### src/rtl/led_seq_pkg.sv
// rtl/led_seq_pkg.sv - mode encoding and initial-pattern helper for led_sequencer
//
// Purpose: shared mode type for the sequencer and the pattern each mode starts from.
// Ports:   none (package).
package led_seq_pkg;

  typedef enum logic [1:0] {
    MODE_CHASE  = 2'd0,
    MODE_BOUNCE = 2'd1,
    MODE_BLINK  = 2'd2,
    MODE_COUNT  = 2'd3
  } mode_t;

  localparam int MAX_LEDS = 16;

  // Starting pattern for a mode, masked to n_leds bits. CHASE and BOUNCE
  // start one-hot at bit 0; BLINK and COUNT start dark.
  function automatic logic [MAX_LEDS-1:0] init_pattern(mode_t mode, int unsigned n_leds);
    logic [MAX_LEDS-1:0] mask;
    mask = (n_leds >= MAX_LEDS) ? '1 : ((MAX_LEDS'(1) << n_leds) - MAX_LEDS'(1));
    case (mode)
      MODE_CHASE, MODE_BOUNCE: init_pattern = MAX_LEDS'(1) & mask;
      default:                 init_pattern = '0;
    endcase
  endfunction

endpackage

### src/rtl/led_sequencer_btn_debounce.sv
// rtl/led_sequencer_btn_debounce.sv - push-button synchroniser and debouncer
//
// Purpose: turns a raw asynchronous button into a single-cycle press pulse.
// Ports:
//   CLK    in  system clock
//   RST_N  in  asynchronous active-low reset (accepted level returns to released)
//   raw    in  raw active-high button, asynchronous to CLK
//   press  out one-cycle pulse when a stable 0->1 level is accepted
module btn_debounce #(
  parameter int DEB_CYCLES = 120000
) (
  input  logic CLK,
  input  logic RST_N,
  input  logic raw,
  output logic press
);

  localparam int CNT_W = (DEB_CYCLES > 1) ? $clog2(DEB_CYCLES) : 1;
  localparam logic [CNT_W-1:0] CNT_LAST = CNT_W'(DEB_CYCLES - 1);

  logic             sync1;
  logic             sync2;
  logic             accepted;
  logic [CNT_W-1:0] stable_cnt;

  // stable_cnt counts consecutive cycles where the synchronised level
  // disagrees with the accepted one; the DEB_CYCLES-th such cycle flips it.
  always_ff @(posedge CLK or negedge RST_N) begin
    if (!RST_N) begin
      sync1      <= 1'b0;
      sync2      <= 1'b0;
      accepted   <= 1'b0;
      stable_cnt <= '0;
      press      <= 1'b0;
    end else begin
      sync1 <= raw;
      sync2 <= sync1;
      press <= 1'b0;
      if (sync2 == accepted) begin
        stable_cnt <= '0;
      end else if (stable_cnt == CNT_LAST) begin
        accepted   <= sync2;
        stable_cnt <= '0;
        press      <= sync2;
      end else begin
        stable_cnt <= stable_cnt + CNT_W'(1);
      end
    end
  end

endmodule

### src/rtl/led_sequencer.sv
// rtl/led_sequencer.sv - parametrised LED pattern engine with button-selected mode
//
// Purpose: steps an N_LEDS-wide pattern at STEP_HZ in one of four modes; a
//          debounced button cycles the mode. Single clock, enables only.
// Ports:
//   CLK        in  system clock at CLK_HZ
//   RST_N      in  asynchronous active-low reset
//   BTN        in  raw active-high push-button
//   LEDS       out pattern, bit 0 = LED_RED0
//   HEARTBEAT  out toggles on every step tick
//   MODE       out current mode (0 CHASE, 1 BOUNCE, 2 BLINK, 3 COUNT)
module led_sequencer
  import led_seq_pkg::*;
#(
  parameter int CLK_HZ     = 12000000,
  parameter int STEP_HZ    = 10,
  parameter int N_LEDS     = 4,
  parameter int DEB_CYCLES = 120000,
  parameter int INIT_MODE  = 0
) (
  input  logic              CLK,
  input  logic              RST_N,
  input  logic              BTN,
  output logic [N_LEDS-1:0] LEDS,
  output logic              HEARTBEAT,
  output logic [1:0]        MODE
);

  localparam int TICK_DIV = CLK_HZ / STEP_HZ;
  localparam int DIV_W    = $clog2(TICK_DIV);
  localparam logic [DIV_W-1:0]  DIV_LAST = DIV_W'(TICK_DIV - 1);
  localparam mode_t             INIT_M   = mode_t'(2'(INIT_MODE));
  localparam logic [N_LEDS-1:0] INIT_PAT = N_LEDS'(init_pattern(INIT_M, N_LEDS));
  localparam logic [N_LEDS-1:0] BIT0     = N_LEDS'(1);

  logic [DIV_W-1:0]  div_q;
  logic              tick;
  logic              hb_q;
  mode_t             mode_q, mode_d;
  logic [N_LEDS-1:0] leds_q, leds_d;
  logic              dir_down_q, dir_down_d;
  logic              press;
  logic              one_hot;
  logic              go_down;
  logic [N_LEDS-1:0] shifted;

  btn_debounce #(
    .DEB_CYCLES(DEB_CYCLES)
  ) u_btn_debounce (
    .CLK  (CLK),
    .RST_N(RST_N),
    .raw  (BTN),
    .press(press)
  );

  assign tick    = (div_q == DIV_LAST);
  assign one_hot = (leds_q != '0) && ((leds_q & (leds_q - BIT0)) == '0);

  always_ff @(posedge CLK or negedge RST_N) begin
    if (!RST_N) begin
      div_q      <= '0;
      hb_q       <= 1'b0;
      mode_q     <= INIT_M;
      leds_q     <= INIT_PAT;
      dir_down_q <= 1'b0;
    end else begin
      div_q      <= tick ? '0 : div_q + DIV_W'(1);
      hb_q       <= hb_q ^ tick;
      mode_q     <= mode_d;
      leds_q     <= leds_d;
      dir_down_q <= dir_down_d;
    end
  end

  // A press takes priority over a coincident tick: the new mode's start
  // pattern is loaded and that tick's step is discarded.
  always_comb begin
    mode_d     = mode_q;
    leds_d     = leds_q;
    dir_down_d = dir_down_q;
    go_down    = 1'b0;
    shifted    = '0;
    if (press) begin
      mode_d     = mode_t'(mode_q + 2'd1);
      leds_d     = N_LEDS'(init_pattern(mode_d, N_LEDS));
      dir_down_d = 1'b0;
    end else if (tick) begin
      case (mode_q)
        MODE_CHASE: begin
          leds_d = one_hot ? ((leds_q << 1) | (leds_q >> (N_LEDS - 1))) : BIT0;
        end
        MODE_BOUNCE: begin
          if (!one_hot) begin
            leds_d     = BIT0;
            dir_down_d = 1'b0;
          end else if (N_LEDS > 1) begin
            // Turn at the ends so each end bit is lit for exactly one tick.
            go_down = leds_q[N_LEDS-1] || (dir_down_q && !leds_q[0]);
            shifted = go_down ? (leds_q >> 1) : (leds_q << 1);
            leds_d  = shifted;
            if (shifted[N_LEDS-1])  dir_down_d = 1'b1;
            else if (shifted[0])    dir_down_d = 1'b0;
            else                    dir_down_d = go_down;
          end
        end
        MODE_BLINK: leds_d = ~leds_q;
        MODE_COUNT: leds_d = leds_q + BIT0;
        default:    leds_d = leds_q;
      endcase
    end
  end

  assign LEDS      = leds_q;
  assign HEARTBEAT = hb_q;
  assign MODE      = mode_q;

endmodule

### config.mk
export PLATFORM = sky130hd
export DESIGN_NAME = led_sequencer
export DESIGN_NICKNAME = d
export VERILOG_FILES = /design/src/rtl/led_seq_pkg.sv /design/src/rtl/led_sequencer_btn_debounce.sv /design/src/rtl/led_sequencer.sv
export SDC_FILE = /design/constraint.sdc
export NUM_CORES = 1
export LEC_CHECK = 0
export ABC_AREA = 1
export BUFFER_PORTS_ARGS = -buffer_cell sky130_fd_sc_hd__clkbuf_2
export CORE_MARGIN = 2
export CORE_UTILIZATION = 52
export DETAILED_ROUTE_END_ITERATION = 10
export GPL_TIMING_DRIVEN = 0
export PLACE_DENSITY = 0.67
export SLEW_MARGIN = 20
export SYNTH_ARGS = -nofsm -noshare
export SYNTH_HDL_FRONTEND = slang
export SYNTH_SLANG_ARGS = --single-unit
export TNS_END_PERCENT = 5
### constraint.sdc
create_clock -name CLK -period 1.9 [get_ports CLK]
set_input_delay 0.19 -clock CLK [delete_from_list [all_inputs] [get_ports CLK]]
set_output_delay 0.19 -clock CLK [all_outputs]
set_load 0.005 [all_outputs]
==> reports/summary.txt, run 1 <==
HPWL after DPL -> 4170 microns
Worst Path Required -> 2.15 ns
period utilisation layout -> 90.4%
Gate Count Post-Synth -> 362
GP Congestion -> 0.893
CTS resizes -> 0
Post CTS Setup Buffer Count -> 0
register bit total from synthesis -> 50
post-route core utilization -> 58.2%
CP dominant cell by count -> nand2_1
root buffer cell -> clkbuf_8
RSZ-0062 raised after global routing -> false
vias in the first global route -> 2272
Register Area -> 0.00125 sq mm
Hold Path Cell Cnt -> 0
sequential share of the synthesized area -> 42.7%
Pleak -> 1.49 nW
critical path's slowest cell -> dfstp_2
CP max stage delay -> 0.61 ns
layout cells sized above 1 -> 13.9%
wire per inst -> 12.3 microns
crit path kind -> reg2reg
Final TNS setup -> 0 ns
Max FO, Critical Path -> 7
Worst-path clk slew -> 0.10 ns
Layout fillers -> 531
max_slew headroom -> 55.7%
number of detailed-route iterations in the first pass -> 4
total power -> 1.76 mW
first-pass GRT wire length -> 10000 microns
Post-synth EDFFs -> 0
Initial Utilization -> 53.6%
Total Nets Final -> 391
row count -> 27
vias per cell -> 5.20
R2R cell count -> 11
yosys warns -> 0
R2R Setup Slk -> 0.18 ns
multi-input logic area -> 0.00146 sq mm
status -> completed
CP arrival -> 1.97 ns
max cap viols -> 0
f_max -> 583 MHz
Worst setup EP type -> register
crit-path cells -> inv_1 > ha_1 > nand3_1 > nand2_1 > inv_2 > nand2_1 > nor2_1 > nand2_1 > nand3_1 > nand3_1 > nand2_1
die width -> 79.1 microns
most area-consuming cells after synthesis -> dfrtp_1, nand2_1, inv_1, nand3_1, nor2_1
Die H -> 79.1 microns
gr ovfl total -> 0
DRT met1 WL -> 2720 microns
area delta synth->final -> 8.57%
Avg Synthesized Cell Area -> 8.11 sq um
Worst Hold Class -> reg2reg
Synthesized Nets -> 373
clk_skew -> 0.00884 ns
Max Slew Vio Count -> 0
clk sink count -> 50
vias -> 2357
most common cell in the netlist -> nand2_1
worst-margin pin slew -> 0.664 ns
Syn Std Cell Area -> 0.00293 sq mm
Top Metal Used -> met4
CTS tree -> done
# setup viols final -> 0
H-tree depth -> 2
post-synth top area share -> 41.8%
Core ar. -> 0.00547 sq mm
antenna violations before repair -> 0
residual DRC count -> 0
post-route cell area -> 0.00319 sq mm
min cycle time layout -> 1.72 ns
Post-synth top cells -> nand2_1, inv_1, dfrtp_1
Peak VDD IR -> 0.000342 V
met3 routed WL -> 203 microns
PwrDens -> 551 mW/mm^2
clk buf depth -> 2
Post-DP Area -> 0.00307 sq mm
gr usage total -> 20.1%
ys async rst share -> 100%
CTS hold repair buffers -> 2
final wirelength -> 5590 microns
worst skew pair latency -> 0.31 ns
initial DRC count -> 121
CTS Buf Count -> 5
hold_ws -> 0.360 ns
# diodes -> 0
largest net degree at the start of global routing -> 51
number of port buffers -> 9
post-route ant nets -> 0
Setup crit start kind -> register
post-synth cell types -> 36
# IOs -> 10
WL met2 -> 2580 microns
Final Hold Viols -> 0
post-synth top area cell -> dfrtp_1
DIE AREA -> 0.00626 sq mm
top_reg_cell synth -> dfrtp_1
where the power goes:
part / switching (mW) / leakage, nW / internal, mW
sequential: 0.00483 / 0.673 / 1.07
combinational: 0.0318 / 0.770 / 0.0125
clock: 0.370 / 0.0447 / 0.266
cell usage in the layout, fill, tap and decap left out, drive strengths merged, types with 3 or more instances in the layout:
| master | instances |
|---|---|
| or2 | 3 |
| nor3 | 16 |
| nand3 | 33 |
| nand4 | 13 |
| xor2 | 9 |
| clkbuf | 14 |
| nand2 | 77 |
| nor3b | 4 |
| o21ai | 20 |
| a21oi | 11 |
| ha | 8 |
| nor2 | 46 |
| xnor2 | 6 |
| dfrtp | 49 |
| inv | 56 |
cells by family (layout without fill, tap and decap cells):
logic type | Yosys count | after routing | share of synthesized area (%)
DFF | 50 | 50 | 42.7
and+or+nand+nor | 193 | 193 | 34.4
xor gates and xnor gates | 15 | 15 | 4.48
AOI/OAI and AO/OA | 39 | 39 | 7.46
adders and majority gates | 8 | 8 | 3.41
buffers and inverters | 57 | 76 | 7.59
layer usage:
layer  global-route usage (%)  up-vias
met4                     6.72        0
met1                     26.8     1099
met3                     3.75        5
li1                         -     1213
met5                        0        -
met2                     33.1       40
through the flow:
step	setup slack, ns	instances
final	0.183	453
after global routing	0.0265	453
after CTS	0.183	453
after floorplan	0.410	362
after global placement	0.252	443
after detailed placement	0.214	443
sequential cells by signal, summed over array words and instances, names as in the netlist:
name,flops
u_btn_debounce.press,1
dir_down_q,1
div_q,21
u_btn_debounce.sync2,1
LEDS,4
u_btn_debounce.stable_cnt,17
u_btn_debounce.sync1,1
HEARTBEAT,1
MODE,2
u_btn_debounce.accepted,1
path summary, 6_finish.rpt:
kind | from | end
max | LEDS[0] | LEDS[1]
min reg2reg | u_btn_debounce.sync1 | u_btn_debounce.sync2
max reg2reg | LEDS[0] | LEDS[1]
min in group asynchronous | RST_N | u_btn_debounce.press
max in group asynchronous | RST_N | div_q[11]
min | u_btn_debounce.sync1 | u_btn_debounce.sync2
layout make-up:
cell class                 instances  area share (%)
inverter                          55            6.48
multi-input combinational        255            45.8
sequential                        50            39.3
clock buffer                       5            2.16
buffer                             2           0.511
timing repair buffer              11            2.12
tap                               72            2.83
clock inverter                     3           0.786
critical path: cells and delay by family (launching register included):
| kind | cells | cell delay [ns] |
|---|---|---|
| AND/OR/NAND/NOR | 8 | 0.64 |
| buffers and inverters | 2 | 0.18 |
| flip-flops | 1 | 0.61 |
| adder cells (fa/ha/maj) | 1 | 0.23 |
Power figures use the tool's default switching activity.
==> inputs of run 2 (changes only) <==
Settings changed: GPL_TIMING_DRIVEN 0 to unset.
==> run 2 against run 1 <==
The run now ends with hold timing left. Die area unchanged. Highest routed layer unchanged. Worst hold slack worse by 0.39 ns. Non-clock buffer count down 1.
==> reports/summary.txt, run 2 (same netlist as run 1, synthesis figures left out) <==
H-tree depth -> 2 (unchanged)
crit-path cells -> inv_1 > ha_1 > nand3_1 > nand2_1 > inv_2 > nand2_1 > nor2_1 > nand2_1 > nand3_1 > nand3_1 > nand2_1 (unchanged)
largest net degree at the start of global routing -> 51 (unchanged)
worst-margin pin slew -> 0.624 ns (was 0.664 ns)
WP depth -> 11 (unchanged)
wire per inst -> 11.9 microns (was 12.3 microns)
Layout fillers -> 502 (was 531)
Post CTS Setup Buffer Count -> 0 (unchanged)
Total Nets Final -> 390 (was 391)
layout cells sized above 1 -> 13.7% (was 13.9%)
clk buf depth -> 2 (unchanged)
largest register by flop count -> div_q (unchanged)
Final WS setup -> 0.194 ns (was 0.183 ns)
CTS tree -> done (unchanged)
critical path's slowest cell -> dfstp_2 (unchanged)
row count -> 27 (unchanged)
CP max stage delay -> 0.62 ns (was 0.61 ns)
CP bufs+invs -> 2 (unchanged)
die width -> 79.1 microns (unchanged)
# setup viols final -> 0 (unchanged)
first-pass GRT wire length -> 9860 microns (was 10000 microns)
vias per cell -> 5.17 (was 5.20)
status -> finished, violations left (was completed)
vias -> 2336 (was 2357)
most common cell after layout, fill and taps aside -> nand2_1 (unchanged)
final wirelength -> 5380 microns (was 5590 microns)
residual DRC count -> 0 (unchanged)
# IOs -> 10 (unchanged)
worst skew pair latency -> 0.29 ns (was 0.31 ns)
Final TNS setup -> 0 ns (unchanged)
failing checks -> hold timing
HPWL after DPL -> 4030 microns (was 4170 microns)
hold_ws -> -0.0300 ns (was 0.360 ns)
period utilisation layout -> 89.8% (was 90.4%)
RSZ-0062 raised after global routing -> false (unchanged)
f_max -> 586 MHz (was 583 MHz)
Worst-path clk slew -> 0.08 ns (was 0.10 ns)
CP top delay family -> simple AND/OR/NAND/NOR gates (unchanged)
Max FO, Critical Path -> 7 (unchanged)
CP dominant cell by count -> nand2_1 (unchanged)
Die H -> 79.1 microns (unchanged)
post-route core utilization -> 58.2% (about the same)
Initial Utilization -> 53.6% (unchanged)
R2R cell count -> 11 (unchanged)
PwrDens -> 577 mW/mm^2 (was 551 mW/mm^2)
max_slew headroom -> 58.4% (was 55.7%)
Max Slew Vio Count -> 0 (unchanged)
antenna violations before repair -> 0 (unchanged)
initial DRC count -> 143 (was 121)
gr usage total -> 19.7% (was 20.1%)
Final Hold Viols -> 17 (was 0)
post-route ant nets -> 0 (unchanged)
clk sink count -> 50 (unchanged)
area delta synth->final -> 8.61% (was 8.57%)
root buffer cell -> clkbuf_8 (unchanged)
CTS Buf Count -> 5 (unchanged)
number of port buffers -> 9 (unchanged)
clk_skew -> 0.00446 ns (was 0.00884 ns)
number of detailed-route iterations in the first pass -> 4 (unchanged)
CP arrival -> 1.94 ns (was 1.97 ns)
Place WS -> 0.171 ns (was 0.214 ns)
Peak VDD IR -> 0.000405 V (was 0.000342 V)
Largest register FFs -> 21 (unchanged)
Setup crit start kind -> register (unchanged)
Pleak -> 1.49 nW (about the same)
Worst Path Required -> 2.14 ns (was 2.15 ns)
# diodes -> 0 (unchanged)
max cap viols -> 0 (unchanged)
crit path kind -> reg2reg (unchanged)
Worst Hold Class -> in2async (was reg2reg)
vias in the first global route -> 2223 (was 2272)
DIE AREA -> 0.00626 sq mm (unchanged)
most frequent cells in the layout -> nand2_1, inv_1, dfrtp_1 (unchanged)
Core ar. -> 0.00547 sq mm (unchanged)
gr ovfl total -> 0 (unchanged)
GP Congestion -> 0.922 (was 0.893)
min cycle time layout -> 1.71 ns (was 1.72 ns)
Worst setup EP type -> register (unchanged)
[run 2: cell count changes in the layout (fill, tap and decap cells not counted)]
cell           previous run  this run
buf_4                     0         2
clkbuf_1                  0         2
buf_2                     1         0
buf_6                     1         0
bufinv_16                 0         1
clkbuf_2                  8         9
clkbuf_4                  1         0
clkinv_4                  1         0
clkinvlp_4                1         0
dlygate4sd3_1             2         1
inv_6                     1         0
nand2_1                  71        70
nand2_2                   4         5
[run 2: path summary, 6_finish.rpt]
path	end	start	slack, ns
min in group CLK	u_btn_debounce.sync2	u_btn_debounce.sync1	0.36
worst min-delay path	HEARTBEAT	RST_N	-0.03
max in group asynchronous	div_q[5]	RST_N	1.49
worst min register to register	u_btn_debounce.sync2	u_btn_debounce.sync1	0.36
worst max-delay path	LEDS[1]	LEDS[0]	0.19
worst max register to register	LEDS[1]	LEDS[0]	0.19
[run 2: worst reg2reg max path: stages, from the launching register on]
cell and delay, ns:
dfstp_2 0.62, inv_1 0.11, ha_1 0.22, nand3_1 0.08, nand2_1 0.06, inv_2 0.07, nand2_1 0.08, nor2_1 0.13
nand2_1 0.07, nand3_1 0.08, nand3_1 0.07, nand2_1 0.07
[run 2: where the power goes]
| part | internal [mW] | switching [mW] | total (mW) |
|---|---|---|---|
| registers | 1.07 | 0.00474 | 1.08 |
| clock network | 0.394 | 0.327 | 0.721 |
| logic | 0.0118 | 0.0323 | 0.0441 |
[run 2: area by class of cell]
type | count | area, sq um | area share [%]
Sequential cell | 50 | 1250 | 39.3
Inverter | 55 | 206 | 6.48
Timing Repair Buffer | 12 | 70.1 | 2.20
Multi-Input combinational cell | 255 | 1460 | 45.9
Clock inverter | 1 | 30.0 | 0.942
Clock buffer | 7 | 76.3 | 2.39
Tap cell | 72 | 90.1 | 2.83
[run 2: repair_timing]
action | CTS | global route
gates resized for setup | 0 | 1
hold buffers | 1 | 0
hold endpoints to repair | 1 | 0
endpoints found under the setup margin | 0 | 10
[run 2: metal layers]
layer	up-vias	global-route usage, %	wire (microns)
met5	-	0	0
met4	0	4.14	35
met2	42	32.3	2520
met3	5	3.75	177
met1	1083	27.3	2640
li1	1206	-	-
[run 2: metrics by stage]
| step | std cells | area, sq um | hold WS (ns) | total power, mW |
|---|---|---|---|---|
| after floorplan | 362 | 2930 | -0.106 | 1.11 |
| after global placement | 443 | 3070 | 0.299 | 1.14 |
| after detailed placement | 443 | 3070 | 0.300 | 1.14 |
| after CTS | 452 | 3180 | 0.0160 | 1.87 |
| after global routing | 452 | 3190 | 0.0555 | 1.92 |
| final | 452 | 3190 | -0.0300 | 1.84 |
